$ cat src/rtl/i2c_target_responder_pkg.sv
// -----------------------------------------------------------------------------
// i2c_target_responder_pkg
// Shared types and constants for the I2C target responder.
//   e_target_states : target engine FSM states
//   I2C_NACK_BYTE   : byte sent when the fabric has no read data ready
// -----------------------------------------------------------------------------
package i2c_target_responder_pkg;

    typedef enum logic unsigned [2:0] {
        T_IDLE,
        T_ADDR,
        T_ADDR_ACK,
        T_WR_DATA,
        T_WR_ACK,
        T_RD_DATA,
        T_RD_ACK
    } e_target_states;

    localparam logic [7:0] I2C_NACK_BYTE = 8'hFF;

endpackage

$ cat src/rtl/i2c_pin_sync.sv
// -----------------------------------------------------------------------------
// i2c_pin_sync
// Synchronises the asynchronous SCL/SDA pins and derives bus events.
// Parameters:
//   SYNC_STAGES : synchroniser depth (>= 2)
// Ports:
//   clk, rst_n         : system clock, synchronous active-low reset
//   scl_i, sda_i       : raw pin levels
//   scl, sda           : synchronised levels
//   scl_rise, scl_fall : 1-cycle pulses on SCL edges
//   start_det          : 1-cycle pulse, SDA fell while SCL high
//   stop_det           : 1-cycle pulse, SDA rose while SCL high
// -----------------------------------------------------------------------------
module i2c_pin_sync #(
    parameter int unsigned SYNC_STAGES = 2
) (
    input  logic clk,
    input  logic rst_n,
    input  logic scl_i,
    input  logic sda_i,
    output logic scl,
    output logic sda,
    output logic scl_rise,
    output logic scl_fall,
    output logic start_det,
    output logic stop_det
);

    logic [SYNC_STAGES-1:0] scl_sync_q;
    logic [SYNC_STAGES-1:0] sda_sync_q;
    logic                   scl_prev_q;
    logic                   sda_prev_q;

    // Reset to the idle-bus level so leaving reset never fakes a START.
    always_ff @(posedge clk) begin
        if (!rst_n) begin
            scl_sync_q <= '1;
            sda_sync_q <= '1;
            scl_prev_q <= 1'b1;
            sda_prev_q <= 1'b1;
        end else begin
            scl_sync_q <= {scl_sync_q[SYNC_STAGES-2:0], scl_i};
            sda_sync_q <= {sda_sync_q[SYNC_STAGES-2:0], sda_i};
            scl_prev_q <= scl;
            sda_prev_q <= sda;
        end
    end

    assign scl      = scl_sync_q[SYNC_STAGES-1];
    assign sda      = sda_sync_q[SYNC_STAGES-1];
    assign scl_rise = scl & ~scl_prev_q;
    assign scl_fall = ~scl & scl_prev_q;

    // SCL must be high on both samples so an SDA change at an SCL edge is data.
    assign start_det = scl & scl_prev_q & sda_prev_q & ~sda;
    assign stop_det  = scl & scl_prev_q & ~sda_prev_q & sda;

endmodule

$ cat src/rtl/i2c_target_responder.sv
// -----------------------------------------------------------------------------
// i2c_target_responder
// I2C target engine: address match/ACK, write bytes to the fabric, read bytes
// from the fabric onto SDA.
// Optional feature macro: I2C_CLK_STRETCH_EN (hold SCL low while tx data is
// not ready instead of sending I2C_NACK_BYTE).
// Parameters:
//   TARGET_ADDR : own 7-bit address
//   SYNC_STAGES : pin synchroniser depth
// Ports:
//   clk, rst_n          : system clock, synchronous active-low reset
//   scl_i, sda_i        : pin levels (async)
//   sda_oe, scl_oe      : 1 = pull the line low
//   rx_data, rx_valid   : received write byte and its update pulse
//   tx_req              : pulse, next read byte is sampled this cycle
//   tx_data, tx_valid   : read byte from the fabric
//   tx_underrun         : pulse, no tx data at tx_req; 8'hFF sent
//   busy                : addressed and active
// -----------------------------------------------------------------------------
module i2c_target_responder
    import i2c_target_responder_pkg::*;
#(
    parameter logic [6:0]  TARGET_ADDR = 7'h50,
    parameter int unsigned SYNC_STAGES = 2
) (
    input  logic       clk,
    input  logic       rst_n,
    input  logic       scl_i,
    input  logic       sda_i,
    output logic       sda_oe,
    output logic       scl_oe,
    output logic [7:0] rx_data,
    output logic       rx_valid,
    output logic       tx_req,
    input  logic [7:0] tx_data,
    input  logic       tx_valid,
    output logic       tx_underrun,
    output logic       busy
);

    logic unused_scl_lvl;
    logic sda, scl_rise, scl_fall, start_det, stop_det;

    i2c_pin_sync #(
        .SYNC_STAGES (SYNC_STAGES)
    ) u_pin_sync (
        .clk       (clk),
        .rst_n     (rst_n),
        .scl_i     (scl_i),
        .sda_i     (sda_i),
        .scl       (unused_scl_lvl),
        .sda       (sda),
        .scl_rise  (scl_rise),
        .scl_fall  (scl_fall),
        .start_det (start_det),
        .stop_det  (stop_det)
    );

    e_target_states state_q, state_d;
    logic [2:0] bit_cnt_q, bit_cnt_d;
    logic [7:0] shift_q, shift_d;
    logic [7:0] rx_data_q, rx_data_d;
    logic       rw_q, rw_d;
    logic       sda_oe_q, sda_oe_d;
    logic       scl_oe_q, scl_oe_d;
    logic       busy_q, busy_d;
    logic       rx_valid_q, rx_valid_d;
    logic       stretch_q, stretch_d;
    logic       load;

    always_ff @(posedge clk) begin
        if (!rst_n) begin
            state_q    <= T_IDLE;
            bit_cnt_q  <= '0;
            shift_q    <= '0;
            rx_data_q  <= '0;
            rw_q       <= 1'b0;
            sda_oe_q   <= 1'b0;
            scl_oe_q   <= 1'b0;
            busy_q     <= 1'b0;
            rx_valid_q <= 1'b0;
            stretch_q  <= 1'b0;
        end else begin
            state_q    <= state_d;
            bit_cnt_q  <= bit_cnt_d;
            shift_q    <= shift_d;
            rx_data_q  <= rx_data_d;
            rw_q       <= rw_d;
            sda_oe_q   <= sda_oe_d;
            scl_oe_q   <= scl_oe_d;
            busy_q     <= busy_d;
            rx_valid_q <= rx_valid_d;
            stretch_q  <= stretch_d;
        end
    end

    always_comb begin
        state_d     = state_q;
        bit_cnt_d   = bit_cnt_q;
        shift_d     = shift_q;
        rx_data_d   = rx_data_q;
        rw_d        = rw_q;
        sda_oe_d    = sda_oe_q;
        scl_oe_d    = stretch_q;   // keeps SCL held through the tx_valid cycle
        busy_d      = busy_q;
        rx_valid_d  = 1'b0;
        stretch_d   = stretch_q;
        tx_req      = 1'b0;
        tx_underrun = 1'b0;
        load        = 1'b0;

        if (stop_det) begin
            state_d   = T_IDLE;
            bit_cnt_d = '0;
            sda_oe_d  = 1'b0;
            scl_oe_d  = 1'b0;
            busy_d    = 1'b0;
            stretch_d = 1'b0;
        end else if (start_det) begin
            // busy is left alone: a repeated START to ourselves keeps the bus
            // owned; the address phase re-evaluates it.
            state_d   = T_ADDR;
            bit_cnt_d = '0;
            sda_oe_d  = 1'b0;
            scl_oe_d  = 1'b0;
            stretch_d = 1'b0;
        end else if (stretch_q) begin
            if (tx_valid) begin
                shift_d   = tx_data;
                sda_oe_d  = ~tx_data[7];
                stretch_d = 1'b0;
            end
        end else begin
            case (state_q)
                T_ADDR: begin
                    if (scl_rise) begin
                        shift_d = {shift_q[6:0], sda};
                        if (bit_cnt_q == 3'd7) begin
                            bit_cnt_d = '0;
                            rw_d      = sda;
                            if (shift_d[7:1] == TARGET_ADDR) begin
                                state_d = T_ADDR_ACK;
                                busy_d  = 1'b1;
                            end else begin
                                state_d = T_IDLE;
                                busy_d  = 1'b0;
                            end
                        end else begin
                            bit_cnt_d = bit_cnt_q + 3'd1;
                        end
                    end
                end
                // sda_oe doubles as the "ACK already driven" marker.
                T_ADDR_ACK: begin
                    if (scl_fall) begin
                        if (!sda_oe_q) begin
                            sda_oe_d = 1'b1;
                        end else if (rw_q) begin
                            load = 1'b1;
                        end else begin
                            sda_oe_d = 1'b0;
                            state_d  = T_WR_DATA;
                        end
                    end
                end
                T_WR_DATA: begin
                    if (scl_rise) begin
                        shift_d = {shift_q[6:0], sda};
                        if (bit_cnt_q == 3'd7) begin
                            bit_cnt_d  = '0;
                            rx_data_d  = shift_d;
                            rx_valid_d = 1'b1;
                            state_d    = T_WR_ACK;
                        end else begin
                            bit_cnt_d = bit_cnt_q + 3'd1;
                        end
                    end
                end
                T_WR_ACK: begin
                    if (scl_fall) begin
                        if (!sda_oe_q) begin
                            sda_oe_d = 1'b1;
                        end else begin
                            sda_oe_d = 1'b0;
                            state_d  = T_WR_DATA;
                        end
                    end
                end
                T_RD_DATA: begin
                    if (scl_fall) begin
                        if (bit_cnt_q == 3'd7) begin
                            bit_cnt_d = '0;
                            sda_oe_d  = 1'b0;
                            state_d   = T_RD_ACK;
                        end else begin
                            shift_d   = {shift_q[6:0], 1'b0};
                            sda_oe_d  = ~shift_d[7];
                            bit_cnt_d = bit_cnt_q + 3'd1;
                        end
                    end
                end
                T_RD_ACK: begin
                    // Any fall here follows an ACKed 9th rise; NACK leaves at the rise.
                    if (scl_rise && sda) begin
                        state_d = T_IDLE;
                    end else if (scl_fall) begin
                        load = 1'b1;
                    end
                end
                default: ;
            endcase

            if (load) begin
                state_d   = T_RD_DATA;
                bit_cnt_d = '0;
                tx_req    = 1'b1;
`ifdef I2C_CLK_STRETCH_EN
                if (tx_valid) begin
                    shift_d  = tx_data;
                    sda_oe_d = ~tx_data[7];
                end else begin
                    sda_oe_d  = 1'b0;
                    scl_oe_d  = 1'b1;
                    stretch_d = 1'b1;
                end
`else
                if (tx_valid) begin
                    shift_d  = tx_data;
                    sda_oe_d = ~tx_data[7];
                end else begin
                    shift_d     = I2C_NACK_BYTE;
                    sda_oe_d    = 1'b0;
                    tx_underrun = 1'b1;
                end
`endif
            end
        end
    end

    assign sda_oe   = sda_oe_q;
    assign scl_oe   = scl_oe_q;   // never set unless I2C_CLK_STRETCH_EN is defined
    assign rx_data  = rx_data_q;
    assign rx_valid = rx_valid_q;
    assign busy     = busy_q;

endmodule
$ cat config.mk
export PLATFORM = sky130hd
export DESIGN_NAME = i2c_target_responder
export DESIGN_NICKNAME = d
export VERILOG_FILES = /design/src/rtl/i2c_target_responder_pkg.sv /design/src/rtl/i2c_pin_sync.sv /design/src/rtl/i2c_target_responder.sv
export SDC_FILE = /design/constraint.sdc
export NUM_CORES = 1
export LEC_CHECK = 0
export ABC_AREA = 1
export CAP_MARGIN = 10
export CORE_UTILIZATION = 53
export CTS_CLUSTER_SIZE = 30
export DETAILED_ROUTE_END_ITERATION = 12
export PLACE_DENSITY = 0.89
export SLEW_MARGIN = 20
export SYNTH_ARGS = -nofsm -noshare
export SYNTH_HDL_FRONTEND = slang
export SYNTH_SLANG_ARGS = --single-unit
$ cat constraint.sdc
create_clock -name clk -period 1.93 [get_ports clk]
set_input_delay 0.579 -clock clk [delete_from_list [all_inputs] [get_ports clk]]
set_output_delay 0.579 -clock clk [all_outputs]
set_load 0.01 [all_outputs]
==> results.md <==
* Run status: complete, no violations
* First-pass GRT wire length at 6.92 mm
* Routed vias/inst at 5.12
* Mapped Area at 1760 um2
* Hpwl dp at 3.24 mm
* H-tree depth at 2
* CTS tree: yes
* Avg Inst Size Synth at 6.91 um2
* Multi-input logic area at 920 um2
* Worst Path Required at 1350 ps
* Final Slew Violations at 0
* Hold_sp: u_pin_sync.sda_sync_q[0]
* Pwr dens at 898 nW/um2
* Initial antenna violation count at 0
* Fin area at 2290 um2
* Endpoint of the worst hold path: u_pin_sync.sda_sync_q[1]
* Root buf cell: clkbuf_4
* Die height at 59.6 um
* Chip Width at 59.6 um
* Period utilisation layout at 95.8%
* Via count at 1781
* Clock Sinks at 33
* IO Port Bufs at 26
* Least-Margin Pin Slew at 339 ps
* Routed WL at 4.21 mm
* RR Startpoint: state_q[2]
* Rel. slew slack at 77.3%
* Area after DPL at 2180 um2
* Grt ovf at 0
* Initial DRC count at 115
* Ys async rst share at 0%
* R2R cell count at 8
* Arrival time worst endpoint at 1270 ps
* Register area share after synthesis at 37.6%
* DP Worst Slack at -390 ps
* Clock transition at the registers of the reported paths at 110 ps
* Max-Cap Viols at 0
* Largest cells by area after synthesis: dfxtp_1, nand2_1, nor2_1
* Crit start category: flip-flop
* Total power at 0.00205 W
* Starting density of the core at 56.6%
* Area of the core at 3100 um2
* Gr usage total at 26.7%
* Post-route clock skew at 9.92 ps
* FILL cells at 264
* Vias in the first global route at 1589
* Yosys top cell area share at 37.6%
* CTS max path bufs at 2
* Logic pwr share at 34.8%
* WHS at 431 ps
* Post-synth EDFFs at 0
* Layout area overhead at 30.3%
* Switch share at 34.0%
* Register Area at 664 um2
* Unique cell type count in the Yosys netlist at 28
* Crit Path Class: reg2out
* Synth Warn # at 0
* CP endpoint kind: primary output
* Final setup vio count at 0
* Crit path cell chain: inv_2, nor2_4, nand3_4, nor2_2, buf_2
* Final setup margin at 81.1 ps
* Maximum VDD drop at 0.644 mV
* Largest net degree at the start of global routing at 15
* Final hold vios at 0
* Net count reported at finish at 318
* Hold crit path type: reg2reg
* Layout cells sized above 1 at 23.0%
* Routability cong. at 0.949
* IO Pins at 27
* CTS buffer count at 5
* Slack of the worst reg-to-reg path at 210 ps
* Synth Register Bits at 33
* # DRC at 0
* Clock power share at 26.4%
* Yosys top cell by area: dfxtp_1
* Die ar. at 3550 um2
* DR WL/cell at 12.1 um
* Slowest CP cell: dfxtp_2
* Cells after Synth at 254
* Lkg Pwr at 1.09 nW
* Worst Hold Path Cells at 1
* Primary FF master, synth: dfxtp_1
* Latest clock arrival within the worst-skew pair at 340 ps
* Worst path max stage delay at 350 ps
* Max Freq at 0.541 GHz
* Setup_tns at 0 ps
* Crit path max fanout at 4
* P_sw at 0.000698 W
* Detailed Routing Iterations Pass 1 at 4
* Final min period at 1850 ps
* Critical R2R Capture: bit_cnt_q[0]
* Rows at 20
* Internal Pwr Total at 0.00136 W
* # diodes at 0
* Syn_nets at 269
* Seq pwr share at 38.7%
* Antenna Nets Post-Route at 0
==> power by group through the flow <==
stage | clock, W | sequential (W) | combinational [W]
after floorplan | 0 | 0.000801 | 0.000486
after global placement | 0 | 0.000803 | 0.000685
after detailed placement | 0 | 0.000806 | 0.000692
after CTS | 0.000548 | 0.000791 | 0.000699
after global routing | 0.000589 | 0.000803 | 0.000799
final | 0.000543 | 0.000795 | 0.000716
==> layout by cell type, fill, tap and decap left out, drive strengths merged, types with 3 or more instances in the layout <==
| master | n |
|---|---|
| buf | 24 |
| a21oi | 11 |
| clkbuf | 7 |
| o22ai | 7 |
| nor2 | 62 |
| or2 | 4 |
| dfxtp | 33 |
| inv | 30 |
| nand2 | 54 |
| clkdlybuf4s50 | 22 |
| nand3 | 20 |
| o21ai | 18 |
| nor3 | 3 |
==> cells by family (layout without fill, tap and decap cells) <==
group,count (synthesis),after routing,synth area share (%)
buffers and inverters,37,87,10.4
AND/OR/NAND/NOR,144,144,38.8
adder cells (fa/ha/maj),2,2,1.43
flip-flops,33,33,37.6
AO/OA/AOI/OAI,38,38,11.7
==> per-layer routing <==
layer / vias up / part of all wire [%] / global-route usage [%]
li1: 904 / - / -
met2: 69 / 46 / 43.2
met4: 0 / 1.4 / 8.31
met1: 799 / 46 / 34.4
met3: 9 / 7.0 / 7.42
met5: - / 0 / 0
==> how the worst max path moves through the flow <==
| stage | cells after the start | end | start | slack (ps) |
|---|---|---|---|---|
| floorplan | 5 | tx_underrun | state_q[1] | 280 |
| global placement | 3 | tx_underrun | tx_valid | -390 |
| detailed placement | 3 | tx_underrun | tx_valid | -390 |
| CTS | 5 | tx_req | state_q[1] | 9 |
| global route | 5 | tx_underrun | state_q[1] | -7 |
| finish | 5 | tx_req | state_q[1] | 80 |
==> per-stage QoR <==
stage	utilization (%)	std cells
after floorplan	-	254
after global placement	70.3	338
after detailed placement	70.3	338
after CTS	73.3	347
after global routing	73.7	348
final	73.7	348
==> Yosys cell counts (2+ instances only) <==
master	instances
nand3_2	2
nand2_2	5
o21ai_0	17
nor2_2	14
nand3_1	17
o22ai_1	7
nor2_1	45
or2_2	4
nor2_4	3
inv_2	3
dfxtp_1	33
inv_1	27
nand2_1	48
ha_1	2
nor3_1	3
buf_2	2
a21oi_1	11
==> sequential cells by signal, summed over array words and instances (netlist names) <==
| register | count |
|---|---|
| u_pin_sync.scl_prev_q | 1 |
| rx_data | 8 |
| state_q | 3 |
| rx_valid | 1 |
| u_pin_sync.sda_prev_q | 1 |
| bit_cnt_q | 3 |
| sda_oe | 1 |
| rw_q | 1 |
| u_pin_sync.sda_sync_q | 2 |
| u_pin_sync.scl_sync_q | 2 |
| stretch_q | 1 |
| busy | 1 |
| scl_oe | 1 |
| shift_q | 7 |
==> timing repair <==
item,in CTS,in global routing
buffers inserted,1,1
setup endpoints to repair,2,3
pin swaps,1,4
hold buffers,0,0
gates resized for setup,9,6
==> worst max-delay path, delay by kind of cell (launching register included) <==
kind                   cells  cell delay, ps
buffers and inverters      2             180
flip-flops                 1             350
AND/OR/NAND/NOR            3             400
==> final cells by class <==
cell class,count,share of cell area [%]
Sequential cell,33,29.0
Clock buffer,7,2.41
Tap cell,44,2.41
Inverter,31,5.69
Timing Repair Buffer,48,18.9
Multi-Input combinational cell,184,40.2
Clock inverter,1,1.31
Power figures use the tool's default switching activity.
